[config.mk]
export PLATFORM = sky130hd
export DESIGN_NAME = rect_layer_ctrl
export DESIGN_NICKNAME = d
export VERILOG_FILES = /design/src/rtl/rect_layer_ctrl.sv
export SDC_FILE = /design/constraint.sdc
export NUM_CORES = 1
export LEC_CHECK = 0
export ABC_CLOCK_PERIOD_IN_PS = 6900
export CORE_MARGIN = 2
export CORE_UTILIZATION = 40
export DETAILED_ROUTE_END_ITERATION = 16
export SYNTH_ARGS = -nofsm -noshare
export SYNTH_HDL_FRONTEND = slang
export SYNTH_SLANG_ARGS = --single-unit
[constraint.sdc]
create_clock -name clk -period 6.9 [get_ports clk]
set_input_delay 1.035 -clock clk [delete_from_list [all_inputs] [get_ports clk]]
set_output_delay 1.035 -clock clk [all_outputs]
set_load 0.02 [all_outputs]
[src/rtl/rect_layer_ctrl.sv]
// Four-rectangle overlay with double-buffered descriptors: writes land in a
// shadow set that is copied to the displayed set on the next v_sync falling edge.
module rect_layer_ctrl (
  input  logic       clk,
  input  logic       rst,
  input  logic       pix_clk,
  input  logic [9:0] pix_x,
  input  logic [8:0] pix_y,
  input  logic       v_sync,
  input  logic       wr_valid,
  output logic       wr_ready,
  input  logic [4:0] wr_addr,
  input  logic [9:0] wr_data,
  input  logic       commit_req,
  output logic       commit_done,
  output logic       r_out,
  output logic       g_out,
  output logic       b_out
);

  // state      | meaning
  // ST_IDLE    | accepting writes, waiting for commit_req
  // ST_PENDING | writes stalled, waiting for v_sync falling edge
  // ST_COMMIT  | one clk: shadow set copied to active set
  localparam logic [1:0] ST_IDLE    = 2'd0;
  localparam logic [1:0] ST_PENDING = 2'd1;
  localparam logic [1:0] ST_COMMIT  = 2'd2;

  logic [1:0] state, state_nxt;
  logic       vs_prev;
  logic       vs_fall;
  logic       wr_fire;
  logic [1:0] wr_idx;
  logic [2:0] wr_field;

  logic [9:0] sh_x0 [4];
  logic [9:0] sh_x1 [4];
  logic [8:0] sh_y0 [4];
  logic [8:0] sh_y1 [4];
  logic [3:0] sh_ctrl [4];
  logic [9:0] act_x0 [4];
  logic [9:0] act_x1 [4];
  logic [8:0] act_y0 [4];
  logic [8:0] act_y1 [4];
  logic [3:0] act_ctrl [4];

  logic [2:0] hit_rgb;

  assign vs_fall     = vs_prev & ~v_sync;
  assign wr_ready    = (state == ST_IDLE);
  assign commit_done = (state == ST_COMMIT);
  assign wr_fire     = wr_valid & wr_ready;
  assign wr_idx      = wr_addr[4:3];
  assign wr_field    = wr_addr[2:0];

  always_comb begin
    state_nxt = ST_IDLE;
    case (state)
      ST_IDLE:    state_nxt = commit_req ? ST_PENDING : ST_IDLE;
      ST_PENDING: state_nxt = vs_fall ? ST_COMMIT : ST_PENDING;
      ST_COMMIT:  state_nxt = ST_IDLE;
      default:    state_nxt = ST_IDLE;
    endcase
  end

  // Walk from highest index down so the lowest-index hit is the last writer.
  always_comb begin
    hit_rgb = 3'b000;
    for (int i = 3; i >= 0; i--) begin
      if (act_ctrl[i][3] &&
          pix_x >= act_x0[i] && pix_x < act_x1[i] &&
          pix_y >= act_y0[i] && pix_y < act_y1[i])
        hit_rgb = act_ctrl[i][2:0];
    end
  end

  always_ff @(posedge clk) begin
    if (rst) begin
      state   <= ST_IDLE;
      vs_prev <= 1'b1;
      r_out   <= 1'b0;
      g_out   <= 1'b0;
      b_out   <= 1'b0;
      for (int i = 0; i < 4; i++) begin
        sh_x0[i]    <= '0;
        sh_x1[i]    <= '0;
        sh_y0[i]    <= '0;
        sh_y1[i]    <= '0;
        sh_ctrl[i]  <= '0;
        act_x0[i]   <= '0;
        act_x1[i]   <= '0;
        act_y0[i]   <= '0;
        act_y1[i]   <= '0;
        act_ctrl[i] <= '0;
      end
    end else begin
      state   <= state_nxt;
      vs_prev <= v_sync;
      if (wr_fire) begin
        case (wr_field)
          3'd0:    sh_x0[wr_idx]   <= wr_data;
          3'd1:    sh_x1[wr_idx]   <= wr_data;
          3'd2:    sh_y0[wr_idx]   <= wr_data[8:0];
          3'd3:    sh_y1[wr_idx]   <= wr_data[8:0];
          3'd4:    sh_ctrl[wr_idx] <= wr_data[3:0];
          default: ;
        endcase
      end
      if (state == ST_COMMIT) begin
        for (int i = 0; i < 4; i++) begin
          act_x0[i]   <= sh_x0[i];
          act_x1[i]   <= sh_x1[i];
          act_y0[i]   <= sh_y0[i];
          act_y1[i]   <= sh_y1[i];
          act_ctrl[i] <= sh_ctrl[i];
        end
      end
      if (pix_clk) begin
        {r_out, g_out, b_out} <= hit_rgb;
      end
    end
  end

endmodule
Word-level counts from Yosys, hierarchy flattened. Memory sizes are Yosys's and may differ from the RTL's. Index checks and enable logic that the tools add are counted.

Equal/unequal tests: 6. Reduce and logical (&&, ||, !) cells: 23. Magnitude comparators: 16. Muxes and demuxes: 67. Bitwise operators: 23.

Operators by type and width (count): 10-bit two-way mux (10); 9-bit two-way mux (10); 10-bit greater-or-equal comparator (4); 10-bit < comparator (4); 9-bit greater-or-equal comparator (4); 9-bit < comparator (4); 1-bit two-way mux (31); 4-bit two-way mux (5); 1-bit bitwise OR (20); 10-bit OR reduction (2); 9-bit OR reduction (2); 1-bit logical AND (16); 2-bit two-way mux (6); 3-bit two-way mux (4); 3-bit by 2-bit == test with 1-bit output (second input constant) (2); 2-bit case mux with 2 select lines (1); 4-bit OR reduction (1); 3-bit by 1-bit == test with 1-bit output (second input constant) (1); 3-bit == test (second input constant) (1); 3-bit zero test (1); 1-bit bitwise AND (2); 2-bit by 1-bit == test with 1-bit output (second input constant) (1); 2-bit == test (second input constant) (1); 2-bit zero test (1); 1-bit NOT (1).

Register bits: 6. Output and inout bits: 5. RAM bits: 336. Input port bits: 40. Memories: 10.

Memories: act_x0 (depth 4, width 10, rd ports 4, clocked after memory_dff 0, write ports 4, RTL line 41) `logic [9:0] act_x0 [4];`; act_x1 (depth 4, width 10, rd ports 4, clocked after memory_dff 0, write ports 4, RTL line 42) `logic [9:0] act_x1 [4];`; sh_x0 (depth 4, width 10, rd ports 4, clocked after memory_dff 0, write ports 4, RTL line 36) `logic [9:0] sh_x0 [4];`; sh_x1 (depth 4, width 10, rd ports 4, clocked after memory_dff 0, write ports 4, RTL line 37) `logic [9:0] sh_x1 [4];`; act_y0 (depth 4, width 9, rd ports 4, clocked after memory_dff 0, write ports 4, RTL line 43) `logic [8:0] act_y0 [4];`; act_y1 (depth 4, width 9, rd ports 4, clocked after memory_dff 0, write ports 4, RTL line 44) `logic [8:0] act_y1 [4];`; +4 memories.

Logic depth before layout (Yosys ltp).
Depth in word-level cells: 9. Gate-level depth with buffers: 9. Mapped depth without buffers: 9.

Worst setup path after synthesis. Ideal clock, no wire load.

Path kind: input to register. Start: input port rst. End: memory act_ctrl[0][0], enable pin. Path buffers: 2. Data arrival time: 5.620 ns. Data required time: 6.342 ns. Cell stages on the path: 3. Setup slack: 0.723 ns. Path through: clkbuf_1 -> clkbuf_1 -> nand2b_1.

RTL lines: start, declared (RTL line 5) `input logic rst,`; end, declared (RTL line 45) `logic [3:0] act_ctrl [4];`.

Worst setup path after layout.
Start: input port pix_y[1]. End: register g_out.

Cells in the longest elaborated chain, start to end: 7.

Ends and longest elaborated chain: start, declared (RTL line 8) `input logic [8:0] pix_y,`; 9-bit greater-or-equal comparator (RTL line 72) `pix_y >= act_y0[i] && pix_y < act_y1[i])`; 1-bit logical AND (RTL line 71) `pix_x >= act_x0[i] && pix_x < act_x1[i] &&`; 1-bit logical AND (RTL line 72); 3-bit two-way mux (3 in series) (RTL line 70) `if (act_ctrl[i][3] &&`; 3-bit two-way mux (*) (RTL line 70); end signal, assigned (RTL line 119) `{r_out, g_out, b_out} <= hit_rgb;`; end, declared (RTL line 17) `output logic g_out,`.

Every way passes the cells marked *; elsewhere a longest branch is shown, timed or not. A chain may end at the register's enable or synchronous reset.

==> metrics.yaml <==
status: "finished clean"
synth_nets: 1473
ios: 45
critical_path.cell_chain: "clkdlybuf4s50_1 > ha_1 > o21ai_0 > o21ai_1 > o211ai_1 > a2111oi_1 > o211ai_1 > nand2b_1 > o221a_1"
setup_tns_ns: 0
area_growth_pct: 12.9
slew_headroom: 0.127
cp.required_ns: 7.31
cts-hold-fix-buffers: 0
core_um2: 40800
drt_pass1_iterations: 5
grt_pass1_wl_um: 58600
grt_remaining_overflow: 0
cts_buffer_depth: 3
arrival_ns: 4.38
die_area_um2: 42900
drc: 0
drt_iter0_drc: 842
grt_max_degree: 119
fillers: 3632
ys_ff_latch: 342
netlist_area_um2: 16500
layout_commonest_cell: "edfxtp_1"
route.vias.total: 9667
totalWireLength_um: 38100
cts_tree: "done"
crit_top_cell: "o211ai_1"
synth_compound_area_frac: 0.0598
htree_levels: 2
cts_buffers: 37
dp_hpwl_um: 24700
gp_congestion: 0.786
antenna_found_initial: 3
die_y_um: 207
synth_mux_area_frac: 0
ys_warn_count: 0
cts_root_buffer: "clkbuf_16"
skew_ns: 0.0176
cp_top_family: "compound AO/OA/AOI/OAI gates"
peakVddDrop_v: 0.000101
ant_nets: 0
port_buffers: 44
start_kind: "input port"
synth_xor_area_frac: 0
synth_simple_gate_area_frac: 0.166
max_freq_mhz: 252
maxCapViolCount: 0
nNetsFinal: 1513
cp-end-kind: "register"
crit_slowest_cell: "a2111oi_1"
final_layout_size_suffix_gt1_frac: 0.0599
synth.distinct_cells: 48
critPathMaxFanout: 8
routedWlPerCell_um: 20.2
seq_area_frac_synth: 0.618
synthCells: 1289
critical_path_buf_inv_count: 1
layout_common_cells: "edfxtp_1, and2_1, inv_1, ha_1, and3_1"
seq_area_um2: 10200
max_stage_delay_ns: 0.81
grt_setup_unrepaired: "false"
postSynthAreaPerCell_um2: 12.8
finalMaxSlewViolations: 0
finalCriticalPeriod_ns: 3.97
path_class: "in -> reg"
initial_utilization: 0.404
synth-main-ff-cell: "edfxtp_1"
post_cts_resized: 0
worst_slew_pin_slew_ns: 1.30
synth_top_family_by_area: "simple AND/OR/NAND/NOR gates"
clock-sinks: 342
synthAdderAreaFrac: 0.109
viasPerCell: 5.13
grt_pass1_vias: 9452
hold_class: "reg -> reg"
hold_viol_final: 0
min_period_over_period: 0.576
power_density_nw_per_um2: 246
cts_setup_buffers: 0
setup_viol_count_final: 0
num_rows: 74
async_flop_share: 0
die_w_um: 207
clock_latency_ns: 0.52
multi_input_area_um2: 5570
timing.hold.ws_ns: 0.505
clkTransAtPathRegs_ns: 0.06
synth_edf_count: 336
postLayoutCoreUtil: 0.457
cellLeakagePower_nw: 7.75
grtUsageTotal: 0.180
kinds of logic (layout without fill, tap and decap cells):
kind of cell	Yosys count	in the layout
flip-flops	342	342
other	0	1
buffers and inverters	204	268
AND/OR/NAND/NOR	455	455
adder cells (fa/ha/maj)	144	144
AO/OA/AOI/OAI	144	144
per-stage QoR:
stage | area, um2 | setup slack [ns] | power (W) | instances
detailed placement | 17600 | 2.34 | 0.00279 | 1822
global route | 18600 | 2.77 | 0.00475 | 1885
global placement | 17600 | 2.37 | 0.00278 | 1822
CTS | 18600 | 2.91 | 0.00462 | 1885
finish | 18600 | 2.93 | 0.00458 | 1886
floorplan | 16500 | 0.723 | 0.00263 | 1289
area by class of cell:
type	instances	area share
Timing Repair Buffer	57	0.0295
Clock buffer	47	0.0517
Antenna cell	1	0.000134
Tap cell	532	0.0357
Clock inverter	16	0.00678
Inverter	148	0.0298
Multi-Input combinational cell	743	0.299
Sequential cell	342	0.548
registers in the layout, indices dropped and copies added, names as in the netlist:
signal    count
act_x0       40
act_x1       40
sh_x0        40
sh_x1        40
act_y0       36
act_y1       36
sh_y0        36
sh_y1        36
act_ctrl     16
sh_ctrl      16
state         2
b_out         1
g_out         1
r_out         1
vs_prev       1
cell usage after synthesis, drive strengths merged (4+ instances only):
| cell type | n | area (um2) |
|---|---|---|
| a2111oi | 6 | 53.8 |
| a211oi | 10 | 80.1 |
| a21o | 14 | 105 |
| a21oi | 31 | 155 |
| and2 | 240 | 1500 |
| and3 | 100 | 626 |
| and4 | 5 | 46.3 |
| clkbuf | 56 | 213 |
| dfxtp | 6 | 120 |
| edfxtp | 336 | 10100 |
| ha | 144 | 1800 |
| inv | 148 | 556 |
| nand2 | 17 | 63.8 |
| nand2b | 11 | 76.3 |
| nand3 | 11 | 55.1 |
| nand4 | 11 | 68.8 |
| nor2 | 33 | 134 |
| nor2b | 8 | 50.1 |
| nor3 | 6 | 30.0 |
| nor3b | 5 | 37.5 |
| o2111ai | 5 | 43.8 |
| o211ai | 12 | 90.1 |
| o21a | 7 | 52.6 |
| o21ai | 26 | 130 |
| o21bai | 16 | 120 |
| or2 | 4 | 25.0 |
report_power, final:
group / leakage, nW / total [W] / internal [W] / switching, W
Combinational: 3.68 / 0.000357 / 0.000122 / 0.000235
Clock: 0.537 / 0.00184 / 0.00106 / 0.000779
Sequential: 3.54 / 0.00239 / 0.00236 / 0.0000246
path summary, 6_finish.rpt:
| check | depth (start not counted) | start | slack, ns | to |
|---|---|---|---|---|
| max | 9 | pix_y[1] | 2.93 | g_out |
| min | 1 | sh_x0[3][1] | 0.51 | act_x0[3][1] |
| max reg2reg | 8 | act_y0[1][0] | 3.94 | g_out |
| min reg2reg | 1 | sh_x0[3][1] | 0.51 | act_x0[3][1] |
worst reg2reg max path, stage by stage, from the launching register on:
cell and delay, ns:
edfxtp_1 0.38, ha_1 0.29, nor3b_1 0.05, o21ai_1 0.17, o211ai_1 0.16, a2111oi_1 0.81, o211ai_1 0.43, nand2b_1 0.31
o221a_1 0.26
per-layer routing:
layer | vias to the layer above | part of all wire | track usage | wire length, um
li1 | 4662 | - | - | -
met1 | 4730 | 0.48 | 0.269 | 18400
met2 | 227 | 0.44 | 0.270 | 16800
met3 | 48 | 0.053 | 0.0274 | 2010
met4 | 0 | 0.022 | 0.0527 | 829
met5 | - | 0 | 0 | 0
Note: power is estimated with default switching activity, not from simulation.
